===== src/rtl/afg_pkg.sv =====
// ----------------------------------------------------------------------------
// afg_pkg
// Shared definitions for the function-generator square-wave path.
//   DW_DEF  : default sample/level data width
//   LW_DEF  : default segment length counter width
//   ST_*    : state encoding of the square-wave sequencer
// ----------------------------------------------------------------------------
package afg_pkg;

    localparam int DW_DEF = 12;
    localparam int LW_DEF = 16;

    localparam logic [1:0] ST_IDLE = 2'd0;
    localparam logic [1:0] ST_HIGH = 2'd1;
    localparam logic [1:0] ST_LOW  = 2'd2;

endpackage : afg_pkg


===== src/rtl/sq_seg_counter.sv =====
// ----------------------------------------------------------------------------
// sq_seg_counter
// Counts accepted samples inside one high or low segment.
//   i_clk      : system clock, rising edge
//   i_rst_n    : asynchronous active-low reset
//   i_clear    : return the count to 0 (wins over i_advance)
//   i_advance  : step the count by one
//   i_len      : segment length in samples (0 behaves as 1)
//   o_cnt      : current index inside the segment
//   o_last     : o_cnt is the last index of the segment
// ----------------------------------------------------------------------------
module sq_seg_counter
    import afg_pkg::*;
#(
    parameter int LW = LW_DEF
) (
    input  logic          i_clk,
    input  logic          i_rst_n,
    input  logic          i_clear,
    input  logic          i_advance,
    input  logic [LW-1:0] i_len,
    output logic [LW-1:0] o_cnt,
    output logic          o_last
);

    logic [LW-1:0] r_cnt;
    logic [LW-1:0] w_last_idx;

    // A zero length is folded to a single-sample segment.
    assign w_last_idx = (i_len == '0) ? '0 : (i_len - LW'(1));

    always_ff @(posedge i_clk or negedge i_rst_n) begin
        if (!i_rst_n) begin
            r_cnt <= '0;
        end else if (i_clear) begin
            r_cnt <= '0;
        end else if (i_advance) begin
            r_cnt <= r_cnt + LW'(1);
        end
    end

    assign o_cnt  = r_cnt;
    assign o_last = (r_cnt == w_last_idx);

endmodule : sq_seg_counter


===== src/rtl/sq_wave_gen.sv =====
// ----------------------------------------------------------------------------
// sq_wave_gen
// Turns the latched square-wave level/length registers into a stream of DAC
// sample codes. Settings are captured into shadow registers only at the start
// of a period, so register writes never disturb a period already running.
//
// Handshake: a sample is transferred on every rising clock edge where
// o_dvalid and i_dready are both 1. While o_dvalid=1 and i_dready=0, o_dout,
// the state and the segment count hold. o_dvalid never drops without a
// transfer except through reset or the stop at a period end.
//
//   i_clk, i_rst_n      : clock (rising edge), asynchronous active-low reset
//   i_enable            : run request, sampled in IDLE and at period end
//   i_high_level/_low_  : DAC codes for the high/low segment
//   i_high_len/_low_    : samples per high/low segment (0 behaves as 1)
//   o_dout, o_dvalid    : registered sample code and its valid flag
//   i_dready            : DAC side accepts the current sample
//   o_phase             : 1 while emitting the high segment
//   o_period_done       : one-cycle pulse after the last low sample is taken
//   o_state, o_seg_cnt  : debug view of the sequencer state and counter
// ----------------------------------------------------------------------------
module sq_wave_gen
    import afg_pkg::*;
#(
    parameter int DW = DW_DEF,
    parameter int LW = LW_DEF
) (
    input  logic          i_clk,
    input  logic          i_rst_n,
    input  logic          i_enable,
    input  logic [DW-1:0] i_high_level,
    input  logic [DW-1:0] i_low_level,
    input  logic [LW-1:0] i_high_len,
    input  logic [LW-1:0] i_low_len,
    output logic [DW-1:0] o_dout,
    output logic          o_dvalid,
    input  logic          i_dready,
    output logic          o_phase,
    output logic          o_period_done,
    output logic [1:0]    o_state,
    output logic [LW-1:0] o_seg_cnt
);

    logic [1:0]    r_state;
    logic [1:0]    w_next_state;
    logic [DW-1:0] r_dout;
    logic [DW-1:0] w_next_dout;
    logic          r_period_done;

    logic [DW-1:0] r_sh_high_level;
    logic [DW-1:0] r_sh_low_level;
    logic [LW-1:0] r_sh_high_len;
    logic [LW-1:0] r_sh_low_len;

    logic          w_dvalid;
    logic          w_acc;
    logic          w_last;
    logic          w_seg_end;
    logic          w_period_end;
    logic          w_load;
    logic [LW-1:0] w_seg_len;
    logic [LW-1:0] w_cnt;

    assign w_dvalid     = (r_state == ST_HIGH) || (r_state == ST_LOW);
    assign w_acc        = w_dvalid & i_dready;
    assign w_seg_end    = w_acc & w_last;
    assign w_period_end = w_seg_end & (r_state == ST_LOW);

    // Shadows reload when a period starts: from IDLE, or back-to-back at the
    // end of the previous period.
    assign w_load = ((r_state == ST_IDLE) & i_enable) | (w_period_end & i_enable);

    assign w_seg_len = (r_state == ST_LOW) ? r_sh_low_len : r_sh_high_len;

    sq_seg_counter #(
        .LW (LW)
    ) u_seg_counter (
        .i_clk     (i_clk),
        .i_rst_n   (i_rst_n),
        .i_clear   (w_load | w_seg_end),
        .i_advance (w_acc & ~w_last),
        .i_len     (w_seg_len),
        .o_cnt     (w_cnt),
        .o_last    (w_last)
    );

    // State register
    always_ff @(posedge i_clk or negedge i_rst_n) begin
        if (!i_rst_n) begin
            r_state <= ST_IDLE;
        end else begin
            r_state <= w_next_state;
        end
    end

    // Next-state logic
    always_comb begin
        w_next_state = r_state;
        case (r_state)
            ST_IDLE: if (i_enable) w_next_state = ST_HIGH;
            ST_HIGH: if (w_seg_end) w_next_state = ST_LOW;
            ST_LOW:  if (w_seg_end) w_next_state = i_enable ? ST_HIGH : ST_IDLE;
            default: w_next_state = ST_IDLE;
        endcase
    end

    // Output logic
    always_comb begin
        o_dvalid      = w_dvalid;
        o_phase       = (r_state == ST_HIGH);
        o_dout        = r_dout;
        o_period_done = r_period_done;
        o_state       = r_state;
        o_seg_cnt     = w_cnt;
    end

    // Next sample code. A new period takes the high level straight from the
    // input since the shadow is being written on the same edge.
    always_comb begin
        w_next_dout = r_dout;
        if (w_load) begin
            w_next_dout = i_high_level;
        end else if (w_acc && (r_state == ST_HIGH)) begin
            w_next_dout = w_last ? r_sh_low_level : r_sh_high_level;
        end else if (w_acc && (r_state == ST_LOW) && !w_last) begin
            w_next_dout = r_sh_low_level;
        end
    end

    // Data path registers: sample code, period pulse and shadow settings.
    always_ff @(posedge i_clk or negedge i_rst_n) begin
        if (!i_rst_n) begin
            r_dout          <= '0;
            r_period_done   <= 1'b0;
            r_sh_high_level <= '0;
            r_sh_low_level  <= '0;
            r_sh_high_len   <= '0;
            r_sh_low_len    <= '0;
        end else begin
            r_dout        <= w_next_dout;
            r_period_done <= w_period_end;
            if (w_load) begin
                r_sh_high_level <= i_high_level;
                r_sh_low_level  <= i_low_level;
                r_sh_high_len   <= i_high_len;
                r_sh_low_len    <= i_low_len;
            end
        end
    end

endmodule : sq_wave_gen


===== config.mk =====
export PLATFORM = sky130hd
export DESIGN_NAME = sq_wave_gen
export DESIGN_NICKNAME = d
export VERILOG_FILES = /design/src/rtl/afg_pkg.sv /design/src/rtl/sq_seg_counter.sv /design/src/rtl/sq_wave_gen.sv
export SDC_FILE = /design/constraint.sdc
export NUM_CORES = 1
export LEC_CHECK = 0
export CORE_MARGIN = 2
export CORE_UTILIZATION = 29
export DETAILED_ROUTE_END_ITERATION = 7
export PLACE_DENSITY = 0.58
export SETUP_SLACK_MARGIN = 0.5
export SKIP_CTS_REPAIR_TIMING = 1
export SLEW_MARGIN = 20
export SYNTH_ARGS = -nofsm -noshare
export SYNTH_HDL_FRONTEND = slang
export SYNTH_SLANG_ARGS = --single-unit

===== constraint.sdc =====
create_clock -name i_clk -period 4.55 [get_ports i_clk]
set_input_delay 0.455 -clock i_clk [delete_from_list [all_inputs] [get_ports i_clk]]
set_output_delay 0.455 -clock i_clk [all_outputs]
set_load 0.05 [all_outputs]

# == Word-level counts from Yosys, hierarchy flattened ==
# Cells that the tools add are included.
# word_totals
reg_bits,87
latchBits,0
ramBits,0
romBits,0
in_bits,60
wordCells,48
memories,0
# classes
n_addsub,2
n_mul,0
div,0
magnitude_cmp,0
n_eq_ne,6
shifts,0
n_mux,13
bitwise,9
n_reduce_logical,10
# op_table
op,n
16-bit 2-to-1 mux,4
12-bit 2-to-1 mux,4
16-bit by 1-bit adder with 16-bit output (second input constant),1
16-bit equality test,1
16-bit zero test,1
16-bit by 1-bit subtractor with 16-bit output (second input constant),1
1-bit AND,6
2-bit 2-to-1 mux,3
2-bit one-hot mux with 3 select lines,1
2-bit inequality test (second input constant),2
1-bit logical AND,3
3-bit AND reduction,1
3-bit nonzero test,1
2-bit by 1-bit equality test with 1-bit output (second input constant),1
2-bit equality test (second input constant),1
2-bit zero test,1
2-bit by 1-bit inequality test with 1-bit output (second input constant),1
1-bit OR,2
2-bit nonzero test,1
1-bit zero test,1
1-bit logical OR,1
1-bit 2-to-1 mux,1
1-bit NOT,1

# == Logic depth before layout (Yosys ltp) ==
# logic_depth
word_depth,11
depth_mapped,19

# == Hierarchy ==
# Synthesis repeated with hierarchy kept, for this count alone.
# hier_totals
cells_unflattened,546
hier_area_um2,4735.8
# modules_own_cells
module,n_inst,cells_per_inst,area_per_inst_um2
sq_wave_gen,1,372,3278.1
sq_seg_counter,1,174,1457.6

# == Worst setup path before layout ==
# OpenSTA, ideal clock, no wires.
# synth_path
path_kind,register to register
start,"register r_state[1], in the netlist o_state[1]"
end,register r_sh_high_len[10]
setup_ns,0.127
arrival_time_ns,4.948
slack_ns,-0.525
stages_incl_launch_ff,19
path_cell_list,dfrtp_1 > ha_1 > buf_4 > buf_6 > buf_2 > buf_1 > mux2i_1 > ha_1 > or4b_1 > and2_1 > nor4_2 > o22ai_1 > a211o_1 > a21oi_1 > nand4_4 > nand2_2 > buf_6 > buf_8 > mux2_1
# synth_via
elab_chain_len,9
word_cells_on_any_way,15
classes_between,add/sub: 1; eq/ne: 3; mux: 2; bitwise: 6; reduce/logical: 3
# synth_rtl
element,line_no,source
"start, declared",sq_wave_gen.sv:44,logic [1:0] r_state;
"start signal, assigned",sq_wave_gen.sv:92,r_state <= w_next_state;
2-bit equality test,"sq_wave_gen.sv:64, sq_wave_gen.sv:67, sq_wave_gen.sv:73",
16-bit 2-to-1 mux,sq_wave_gen.sv:73,assign w_seg_len = (r_state == ST_LOW) ? r_sh_low_len : r_sh_high_len;
16-bit by 1-bit subtractor with 16-bit output / 16-bit zero test (equally long branches),sq_seg_counter.sv:30,assign w_last_idx = (i_len == '0) ? '0 : (i_len - LW'(1));
16-bit 2-to-1 mux,sq_seg_counter.sv:30,
16-bit equality test,sq_seg_counter.sv:43,assign o_last = (r_cnt == w_last_idx);
1-bit AND,sq_wave_gen.sv:66,assign w_seg_end = w_acc & w_last;
1-bit AND,sq_wave_gen.sv:67,assign w_period_end = w_seg_end & (r_state == ST_LOW);
1-bit AND,sq_wave_gen.sv:71,assign w_load = ((r_state == ST_IDLE) & i_enable) | (w_period_end & i_enable);
1-bit OR *,sq_wave_gen.sv:71,
"end signal, assigned",sq_wave_gen.sv:145,r_sh_high_len <= i_high_len;
"end, declared",sq_wave_gen.sv:52,logic [LW-1:0] r_sh_high_len;
# Every way passes the cells marked *; elsewhere a longest branch is shown, timed or not.
# A chain may end at the register's enable or synchronous reset.

# == Worst setup path after layout ==
# layout_path
start,"register r_state[0], in the netlist o_state[0]"
end,register r_sh_low_len[1]
# layout_via
elab_chain_len,9
word_cells_on_any_way,15
classes_between,add/sub: 1; eq/ne: 3; mux: 2; bitwise: 6; reduce/logical: 3
# layout_rtl
element,line_no,source
2-bit equality test,"sq_wave_gen.sv:64, sq_wave_gen.sv:67, sq_wave_gen.sv:73",
16-bit 2-to-1 mux,sq_wave_gen.sv:73,
16-bit by 1-bit subtractor with 16-bit output / 16-bit zero test (equally long branches),sq_seg_counter.sv:30,
16-bit 2-to-1 mux,sq_seg_counter.sv:30,
16-bit equality test,sq_seg_counter.sv:43,
1-bit AND,sq_wave_gen.sv:66,
1-bit AND,sq_wave_gen.sv:67,
1-bit AND,sq_wave_gen.sv:71,
1-bit OR *,sq_wave_gen.sv:71,
"end signal, assigned",sq_wave_gen.sv:146,r_sh_low_len <= i_low_len;
"end, declared",sq_wave_gen.sv:53,logic [LW-1:0] r_sh_low_len;
# Marks and branches as above.

==> impl_metrics.env <==
export IMPL_clock_path_buffers=2
export IMPL_finalWorstSetupSlack_ns=0.498
export IMPL_multi_input_area_um2=3230
export IMPL_wl_per_cell_um=18.1
export IMPL_worst_ep_required_time_ns=4.79
export IMPL_crit_top_cell="ha_4"
export IMPL_register_area_um2=2180
export IMPL_synth_edf_count=0
export IMPL_max_freq_mhz=247
export IMPL_outcome="completed"
export IMPL_synth_area_um2=5460
export IMPL_fp_dieArea_um2=19900
export IMPL_via_count=4607
export IMPL_area_delta_synth_final_pct=36.1
export IMPL_place_congestion=0.833
export IMPL_crit_arrival_ns=4.29
export IMPL_vias_per_cell=5.31
export IMPL_finalCritPeriodShare_pct=89.1
export IMPL_drtIter0Drc=222
export IMPL_hp_class="input port to async pin"
export IMPL_synthTopCellsByArea="dfrtp_1, mux2_2, mux2i_1"
export IMPL_slowest_stage="or4b_4"
export IMPL_ir_drop_v=0.000299
export IMPL_cp_cell_sequence="inv_2, ha_4, mux2_4, inv_4, ha_4, or4b_4, o2bb2ai_2, o41a_1, and3_4, nor4_4, buf_4, nand4_4, nand2_8, clkbuf_16, mux2_2"
export IMPL_cp_start_kind="flop"
export IMPL_grt_overflow=0
export IMPL_postRouteWirelength_um=15700
export IMPL_cts_sinks=87
export IMPL_post_place_cells=826
export IMPL_start_util_pct=29.4
export IMPL_hpwlAfterDp_um=10700
export IMPL_core_um2=18600
export IMPL_pre_cts_ws_ns=0.0928
export IMPL_drv_slew=0
export IMPL_cts_buffers=9
export IMPL_synth_main_ff_cell="dfrtp_1"
export IMPL_slowest_delay_ns=0.51
export IMPL_drive_gt1_share_pct=26.3
export IMPL_final_cell_count_no_fill=868
export IMPL_power_leakage_nw=2.90
export IMPL_firstDrtPassIters=6
export IMPL_wl_met1_um=6950
export IMPL_crit_path_start="o_state[0]"
export IMPL_worstMarginPinSlew_ns=0.797
export IMPL_synth_fp_nets=584
export IMPL_yosysTopAreaCellShare_pct=39.9
export IMPL_yosys_warnings=0
export IMPL_die_width_um=141
export IMPL_antenna_found_initial=0
export IMPL_fin_worst_skew_ns=0.00942
export IMPL_antenna_left=0
export IMPL_route_detailed_drc=0
export IMPL_routed_top_layer="met4"
export IMPL_syn_avg_cell_area_um2=10.6
export IMPL_worstRegToRegCells=15
export IMPL_period_needed_ns=4.05
export IMPL_reg2reg_slack_ns=0.50
export IMPL_yosysTopAreaCell="dfrtp_1"
export IMPL_synthArstFlopShare_pct=100
export IMPL_die_h_um=141
export IMPL_fillers=1758
export IMPL_ys_ff_latch=87
export IMPL_syn_inst=517
export IMPL_finalHoldViolCount=0
export IMPL_setup_viol=0
export IMPL_r2r_end="r_sh_low_len[1]"
export IMPL_root_buffer="clkbuf_16"
export IMPL_powerDensity_nw_per_um2=615
export IMPL_rsz0062_at_grt="true"
export IMPL_path_class="flop to flop"
export IMPL_num_antenna_cells=0
export IMPL_ys_types=83
export IMPL_grt_pass1_wl_um=23400
export IMPL_drv_cap=0
export IMPL_ys_seq_area_share_pct=39.9
export IMPL_cp_end_kind="flop"
export IMPL_wl_met2_um=7590
export IMPL_synth_common_cells="dfrtp_1, nand2_1, mux2_2, a21oi_1, mux2i_1"
export IMPL_htreeDepth=3
export IMPL_core_rowCount=50
export IMPL_r2r_start="o_state[0]"
export IMPL_final_nets=696
export IMPL_worstSetupEndpoint="r_sh_low_len[1]"
export IMPL_max_slew_margin_pct=46.9
export IMPL_worstSkewPairLatency_ns=0.35
export IMPL_grt_usage_pct=14.7
export IMPL_port_buffers=92
export IMPL_ioPinCount=93
export IMPL_yosysMostFrequentCell="dfrtp_1"
export IMPL_grt_max_degree=88
export IMPL_cp_max_fo=8
export IMPL_cts_tree="built"
export IMPL_grt_pass1_vias=4411
export IMPL_hold_slack_ns=0.169
export IMPL_clk_pin_slew_worst_paths_ns=0.07
export IMPL_met3_length_um=893
where the power goes:
group	total (W)	internal (W)	switching, W	leakage, nW
combinational	0.00234	0.00109	0.00125	1.72
sequential	0.00147	0.00111	0.000362	1.03
clock	0.000768	0.000436	0.000332	0.146
worst min path at each step:
| stage | endpoint | from | slack (ns) |
|---|---|---|---|
| 2_1_floorplan | o_dout[0] | i_rst_n | 0.16 |
| 3_3_place_gp | r_sh_low_level[2] | r_sh_low_level[2] | 0.49 |
| 3_5_place_dp | r_sh_low_level[2] | r_sh_low_level[2] | 0.48 |
| 4_1_cts | r_sh_high_len[8] | i_rst_n | 0.37 |
| 5_1_grt | r_sh_high_len[8] | i_rst_n | 0.24 |
| 6_report | r_sh_high_len[8] | i_rst_n | 0.17 |
cell usage in the layout, fill, tap and decap left out, types with 4 or more instances in the layout:
cell type / Yosys / final
a21oi_1: 31 / 29
nor3_1: 19 / 18
ha_1: 7 / 5
mux2i_1: 26 / 25
mux2_1: 8 / 8
a31oi_1: 5 / 5
or3_1: 7 / 7
and2_1: 14 / 13
dfrtp_1: 87 / 85
o21ai_0: 12 / 12
nor3b_1: 7 / 7
buf_12: 1 / 5
nor4_1: 5 / 5
nand3_1: 15 / 15
nand2_1: 46 / 45
o22ai_1: 4 / 4
a221oi_2: 11 / 12
mux2_2: 43 / 42
clkdlybuf4s50_1: 0 / 91
nor2_1: 11 / 11
xnor2_1: 9 / 9
buf_4: 6 / 24
inv_1: 18 / 16
buf_6: 3 / 5
clkbuf_16: 0 / 12
mux2_4: 10 / 11
o211ai_1: 4 / 4
or2_2: 4 / 4
per-stage QoR:
step,power [W],utilization (%),instance area [um^2],setup TNS [ns]
floorplan,0.00297,-,5560,0
global placement,0.00351,36.0,6680,-1.12
detailed placement,0.00357,36.0,6690,0
CTS,0.00436,37.6,6990,0
global route,0.00483,40.0,7430,0
finish,0.00457,40.0,7430,0
registers in the layout (all words and copies together), names as in the netlist:
signal,flops
o_state,2
r_sh_low_len,16
r_sh_high_level,12
r_sh_high_len,16
u_seg_counter.o_cnt,16
r_sh_low_level,12
o_dout,12
o_period_done,1
cell families (layout without fill, tap and decap cells):
family,count (synthesis),after routing,synth area share (%)
buffers and inverters,49,164,4.72
xor gates and xnor gates,14,14,2.25
and+or+nand+nor,164,166,17.6
DFF,87,87,39.9
adders and majority gates,7,7,1.60
AOI/OAI and AO/OA,108,108,15.5
muxes,88,88,18.5
metal layers:
| metal | up-vias | global-route usage (%) |
|---|---|---|
| li1 | 2153 | - |
| met1 | 2298 | 18.8 |
| met2 | 135 | 24.9 |
| met3 | 21 | 4.11 |
| met4 | 0 | 3.42 |
| met5 | - | 0 |
final cells by class:
cell class,instances,area share (%)
clock buffer,10,3.08
clock inverter,6,1.01
inverter,18,0.943
multi-input combinational,383,43.5
sequential,87,29.3
tap,234,3.94
timing repair buffer,130,18.2
critical path, delay by kind of cell, from the launching register on:
family	cells	cell delay, ns
DFF	1	0.42
buffers and inverters	4	0.56
AOI/OAI and AO/OA	2	0.51
and+or+nand+nor	5	1.40
adders and majority gates	2	0.36
muxes	2	0.68
No activity file was read; power rests on OpenSTA's default activity.
